===== src/rtl/vx_bits_insert_pipe.sv =====
// Multi-lane registered bit-field inserter behind a 2-entry skid buffer with valid/ready handshake.
// Optional performance counters are built when VX_BITS_INSERT_PERF_EN is defined.
//
// state | meaning
// EMPTY | main register invalid, skid empty
// ONE   | main register valid, skid empty
// FULL  | main and skid valid, input stalled
module vx_bits_insert_pipe #(
  parameter int LANES   = 1,
  parameter int N       = 1,
  parameter int S       = 1,
  parameter int POS     = 0,
  parameter int TAG_GEN = 0
) (
  input  logic                              clk,
  input  logic                              reset_n,
  input  logic                              valid_in,
  input  logic [LANES*N-1:0]                data_in,
  input  logic [LANES*((S>0)?S:1)-1:0]      sel_in,
  output logic                              ready_in,
  output logic                              valid_out,
  output logic [LANES*(N+S)-1:0]            data_out,
  input  logic                              ready_out,
  output logic [((S>0)?S:1)-1:0]            tag_cnt
`ifdef VX_BITS_INSERT_PERF_EN
  ,
  output logic [31:0]                       perf_stalls,
  output logic [31:0]                       perf_beats
`endif
);

  localparam int SW = (S > 0) ? S : 1;
  localparam int OW = N + S;

  typedef enum logic [1:0] {EMPTY, ONE, FULL} state_t;

  state_t                 state_q, state_d;
  logic [LANES*OW-1:0]    main_q, main_d;
  logic [LANES*OW-1:0]    skid_q, skid_d;
  logic                   ready_q, ready_d;
  logic [LANES*OW-1:0]    ins_w;
  logic [LANES*SW-1:0]    field_w;
  logic [SW-1:0]          tag_w;
  logic                   accept;
  logic                   pop;
  logic                   unused_sel;

  if (POS < 0 || POS > N) begin : g_bad_pos
    $error("vx_bits_insert_pipe: POS must lie in 0..N");
  end

  assign accept     = valid_in && ready_q;
  assign pop        = (state_q != EMPTY) && ready_out;
  assign unused_sel = ^{sel_in, field_w};

  if (TAG_GEN != 0 && S > 0) begin : g_tag
    logic [SW-1:0] tag_q, tag_d;

    always_comb begin
      tag_d = tag_q;
      if (accept) tag_d = tag_q + SW'(1);
    end

    always_ff @(posedge clk or negedge reset_n) begin
      if (!reset_n) tag_q <= '0;
      else          tag_q <= tag_d;
    end

    assign tag_w = tag_q;
  end else begin : g_no_tag
    assign tag_w = '0;
  end

  // Insertion is purely a wiring permutation, resolved per output bit at elaboration.
  for (genvar i = 0; i < LANES; i++) begin : g_lane
    assign field_w[i*SW +: SW] = (TAG_GEN != 0) ? tag_w : sel_in[i*SW +: SW];
    for (genvar j = 0; j < OW; j++) begin : g_bit
      if (j < POS) begin : g_lo
        assign ins_w[i*OW + j] = data_in[i*N + j];
      end else if (j < POS + S) begin : g_fld
        assign ins_w[i*OW + j] = field_w[i*SW + j - POS];
      end else begin : g_hi
        assign ins_w[i*OW + j] = data_in[i*N + j - S];
      end
    end
  end

  always_comb begin
    state_d = state_q;
    main_d  = main_q;
    skid_d  = skid_q;
    case (state_q)
      EMPTY: begin
        if (accept) begin
          main_d  = ins_w;
          state_d = ONE;
        end
      end
      ONE: begin
        if (accept && !pop) begin
          skid_d  = ins_w;
          state_d = FULL;
        end else if (accept && pop) begin
          main_d  = ins_w;
        end else if (pop) begin
          state_d = EMPTY;
        end
      end
      FULL: begin
        if (pop) begin
          main_d  = skid_q;
          state_d = ONE;
        end
      end
      default: state_d = EMPTY;
    endcase
    ready_d = (state_d != FULL);
  end

  always_ff @(posedge clk or negedge reset_n) begin
    if (!reset_n) begin
      state_q <= EMPTY;
      main_q  <= '0;
      skid_q  <= '0;
      ready_q <= 1'b1;
    end else begin
      state_q <= state_d;
      main_q  <= main_d;
      skid_q  <= skid_d;
      ready_q <= ready_d;
    end
  end

  assign ready_in  = ready_q;
  assign valid_out = (state_q != EMPTY);
  assign data_out  = main_q;
  assign tag_cnt   = tag_w;

`ifdef VX_BITS_INSERT_PERF_EN
  logic [31:0] stalls_q, stalls_d;
  logic [31:0] beats_q, beats_d;

  always_comb begin
    stalls_d = stalls_q;
    beats_d  = beats_q;
    if (valid_out && !ready_out && stalls_q != 32'hFFFF_FFFF) stalls_d = stalls_q + 32'd1;
    if (accept && beats_q != 32'hFFFF_FFFF)                    beats_d  = beats_q + 32'd1;
  end

  always_ff @(posedge clk or negedge reset_n) begin
    if (!reset_n) begin
      stalls_q <= '0;
      beats_q  <= '0;
    end else begin
      stalls_q <= stalls_d;
      beats_q  <= beats_d;
    end
  end

  assign perf_stalls = stalls_q;
  assign perf_beats  = beats_q;
`endif

endmodule


===== config.mk =====
export PLATFORM = sky130hd
export DESIGN_NAME = vx_bits_insert_pipe
export DESIGN_NICKNAME = d
export VERILOG_FILES = /design/src/rtl/vx_bits_insert_pipe.sv
export SDC_FILE = /design/constraint.sdc
export NUM_CORES = 1
export LEC_CHECK = 0
export ABC_AREA = 1
export ABC_CLOCK_PERIOD_IN_PS = 2300
export BUFFER_PORTS_ARGS = -buffer_cell sky130_fd_sc_hd__buf_2
export CAP_MARGIN = 30
export CORE_AREA = 2 2 39 41
export CTS_CLUSTER_DIAMETER = 200
export DETAILED_ROUTE_END_ITERATION = 10
export DIE_AREA = 0 0 41 43
export HOLD_SLACK_MARGIN = 0.12
export PLACE_DENSITY = 0.53
export SYNTH_ARGS = -nofsm -noshare
export SYNTH_HDL_FRONTEND = slang
export SYNTH_SLANG_ARGS = --single-unit

===== constraint.sdc =====
create_clock -name clk -period 2.3 [get_ports clk]
set_input_delay 0.345 -clock clk [delete_from_list [all_inputs] [get_ports clk]]
set_output_delay 0.345 -clock clk [all_outputs]
set_load 0.005 [all_outputs]

==> flow_metrics.env <==
export IMPL_cts_tree="done"
export IMPL_maxSlewViolCount=0
export IMPL_io_buffers=9
export IMPL_yosys_area_share_simple=0.401
export IMPL_die_area_mm2=0.00176
export IMPL_fmax_ghz=0.748
export IMPL_max_vdd_ir_drop_v=0.000311
export IMPL_multi_input_area_um2=163
export IMPL_die_x_um=41
export IMPL_hold_viol=0
export IMPL_synth_area_um2=362
export IMPL_power_density_mw_per_mm2=1220
export IMPL_drcViolationCount=0
export IMPL_p_leak_nw=0.246
export IMPL_start_util=0.261
export IMPL_final_layout_size_suffix_gt1_frac=0.411
export IMPL_start_kind="flop"
export IMPL_crit_type="flop to output pin"
export IMPL_grt_pass1_vias=290
export IMPL_yosysSeqAreaShare=0.488
export IMPL_period_share=0.581
export IMPL_fp_row_count=14
export IMPL_netlist_instances=43
export IMPL_wirelength_um=687
export IMPL_finClkSkew_ps=2.12
export IMPL_synthesis_nets=49
export IMPL_hold_depth=3
export IMPL_status="complete, no violations"
export IMPL_cts_path_max_buffers=2
export IMPL_clk_pin_slew_ps=50
export IMPL_timing_rr_end="skid_q[0]$_DFFE_PN0P_"
export IMPL_rr_worst_depth=5
export IMPL_ys_warn_count=0
export IMPL_synth_xor_area_frac=0
export IMPL_cts_resized=0
export IMPL_hold_end="skid_q[0]$_DFFE_PN0P_"
export IMPL_ios=11
export IMPL_area_growth_syn_to_layout_pct=26.0
export IMPL_grt_usage=0.101
export IMPL_nFillCells=155
export IMPL_synth_top_family_by_area="simple AND/OR/NAND/NOR gates"
export IMPL_drv_cap=0
export IMPL_dp_final_hpwl_um=566
export IMPL_grt_max_degree=8
export IMPL_setup_viol=0
export IMPL_min_from="sel_in"
export IMPL_cts_sinks=7
export IMPL_stdcell_count=72
export IMPL_r2r_start="ready_in$_DFF_PN1_"
export IMPL_holdWs_ps=377
export IMPL_crit_fanout=5
export IMPL_h_tree_depth=1
export IMPL_die_h_um=43
export IMPL_timing_final_crit_period_ps=1340
export IMPL_num_vias=293
export IMPL_ant_nets=0
export IMPL_avgSynthCellArea_um2=8.41
export IMPL_tns_ps=0
export IMPL_cts_root_buffer="clkbuf_4"
export IMPL_drt_initial_drc_count=1
export IMPL_synth_top_area_share=0.415
export IMPL_numCtsBuffers=3
export IMPL_fin_util=0.329
export IMPL_gp_congestion=0.660
export IMPL_regArea_um2=176
export IMPL_synthTopCellsByArea="dfrtp_1 42%, nand2_1 15%, dfstp_2 7.3%, nand3_1 6.9%, nand2_4 6.2%"
export IMPL_reg2reg_slack_ps=1180
export IMPL_crit_path_end_kind="output pin"
export IMPL_gr_total_overflow=0
export IMPL_post_place_cells=67
export IMPL_dr_pass1_iters=3
export IMPL_hp_class="primary input to flop"
export IMPL_fp_coreArea_mm2=0.00138
export IMPL_synth_top_area_cell="dfrtp_1"
export IMPL_vias_per_cell=4.07
export IMPL_synth_adder_area_share=0
export IMPL_worstPathRequired_ps=1960
export IMPL_wl_per_cell_um=9.54
export IMPL_worstPathArrival_ps=990
export IMPL_antenna_found_initial=0
export IMPL_synth_compound_area_share=0.0381
export IMPL_grt_first_pass_wirelength_um=1110
export IMPL_synth_seq_cells=7
export IMPL_antenna_cells=0
export IMPL_yosysUniqueCellTypes=15
export IMPL_rsz0062_at_grt="false"
export IMPL_layout_nets=63
export IMPL_synth_area_mux_share=0
export IMPL_insertion_delay_ps=240
-- per-layer routing --
metal / global-route usage / part of all wire / vias to the layer above / routed length [um]
met4: 0.120 / 0.012 / 0 / 8
li1: - / - / 160 / -
met3: 0.0157 / 0.055 / 2 / 38
met5: 0 / 0 / - / 0
met2: 0.119 / 0.44 / 7 / 299
met1: 0.133 / 0.50 / 124 / 341
-- placed cells by master, fill, tap and decap left out --
cell type,instances
nand2_2,3
dfrtp_1,6
nor2_1,1
nand2_4,2
nand3_1,5
o21ai_1,1
clkbuf_1,1
a21oi_2,1
inv_1,1
dlygate4sd3_1,1
nand2_1,14
dfstp_2,1
nand3_2,1
inv_2,3
buf_2,9
nand4_1,2
conb_1,1
clkbuf_4,3
-- sequential cells by signal, summed over array words and instances (netlist names) --
register,cells
ready_in,1
skid_q,2
state_q,2
data_out,2
-- through the flow --
stage                     instance area [um2]  worst slack [ps]  power, mW
after floorplan                           362              1260      0.383
after global placement                    419              1210      0.454
after detailed placement                  419              1180      0.457
after CTS                                 455               947      0.571
after global routing                      455               902      0.613
final                                     455               964      0.557
-- worst max-delay path by stage --
stage	startpoint	end	slack [ps]	cells past startpoint
final	state_q[0]$_DFF_PN0_	valid_out	960	3
after global routing	state_q[0]$_DFF_PN0_	valid_out	900	3
after CTS	state_q[0]$_DFF_PN0_	valid_out	950	3
after detailed placement	ready_in$_DFF_PN1_	skid_q[1]$_DFFE_PN0P_	1180	5
after global placement	ready_in$_DFF_PN1_	skid_q[1]$_DFFE_PN0P_	1210	5
after floorplan	ready_in$_DFF_PN1_	skid_q[0]$_DFFE_PN0P_	1260	5
-- critical path, stage by stage, from the launching register on --
cell	delay (ps)
dfrtp_1	430
inv_2	130
nand2_4	60
buf_2	120
-- timing repair --
item / CTS / global route
hold buffers: 1 / 0
setup buffers: 0 / 0
endpoints found under the hold margin: 6 / 0
-- cell families (layout without fill, tap and decap cells) --
| kind of cell | after synthesis | after routing |
|---|---|---|
| AOI/OAI and AO/OA | 2 | 2 |
| buffers and inverters | 5 | 18 |
| DFF | 7 | 7 |
| other | 1 | 1 |
| and+or+nand+nor | 28 | 28 |
-- power by group --
part / total, mW / internal (mW) / switching (mW)
combinational: 0.222 / 0.0890 / 0.133
clock: 0.107 / 0.0659 / 0.0409
sequential: 0.228 / 0.183 / 0.0451
-- cells in the mapped netlist, drive strengths merged --
cell and count:
nand2 19, dfrtp 6, nand3 6, inv 4, nand4 2, a21oi 1, buf 1, conb 1
dfstp 1, nor2 1, o21ai 1
-- cell type report --
cell class,instances,share of cell area
inverters,4,0.0330
multi-input cells,31,0.357
flip-flops and latches,7,0.387
repair buffers,10,0.121
clock buffers,4,0.0577
well taps,16,0.0440
(Power assumes the default switching activity.)
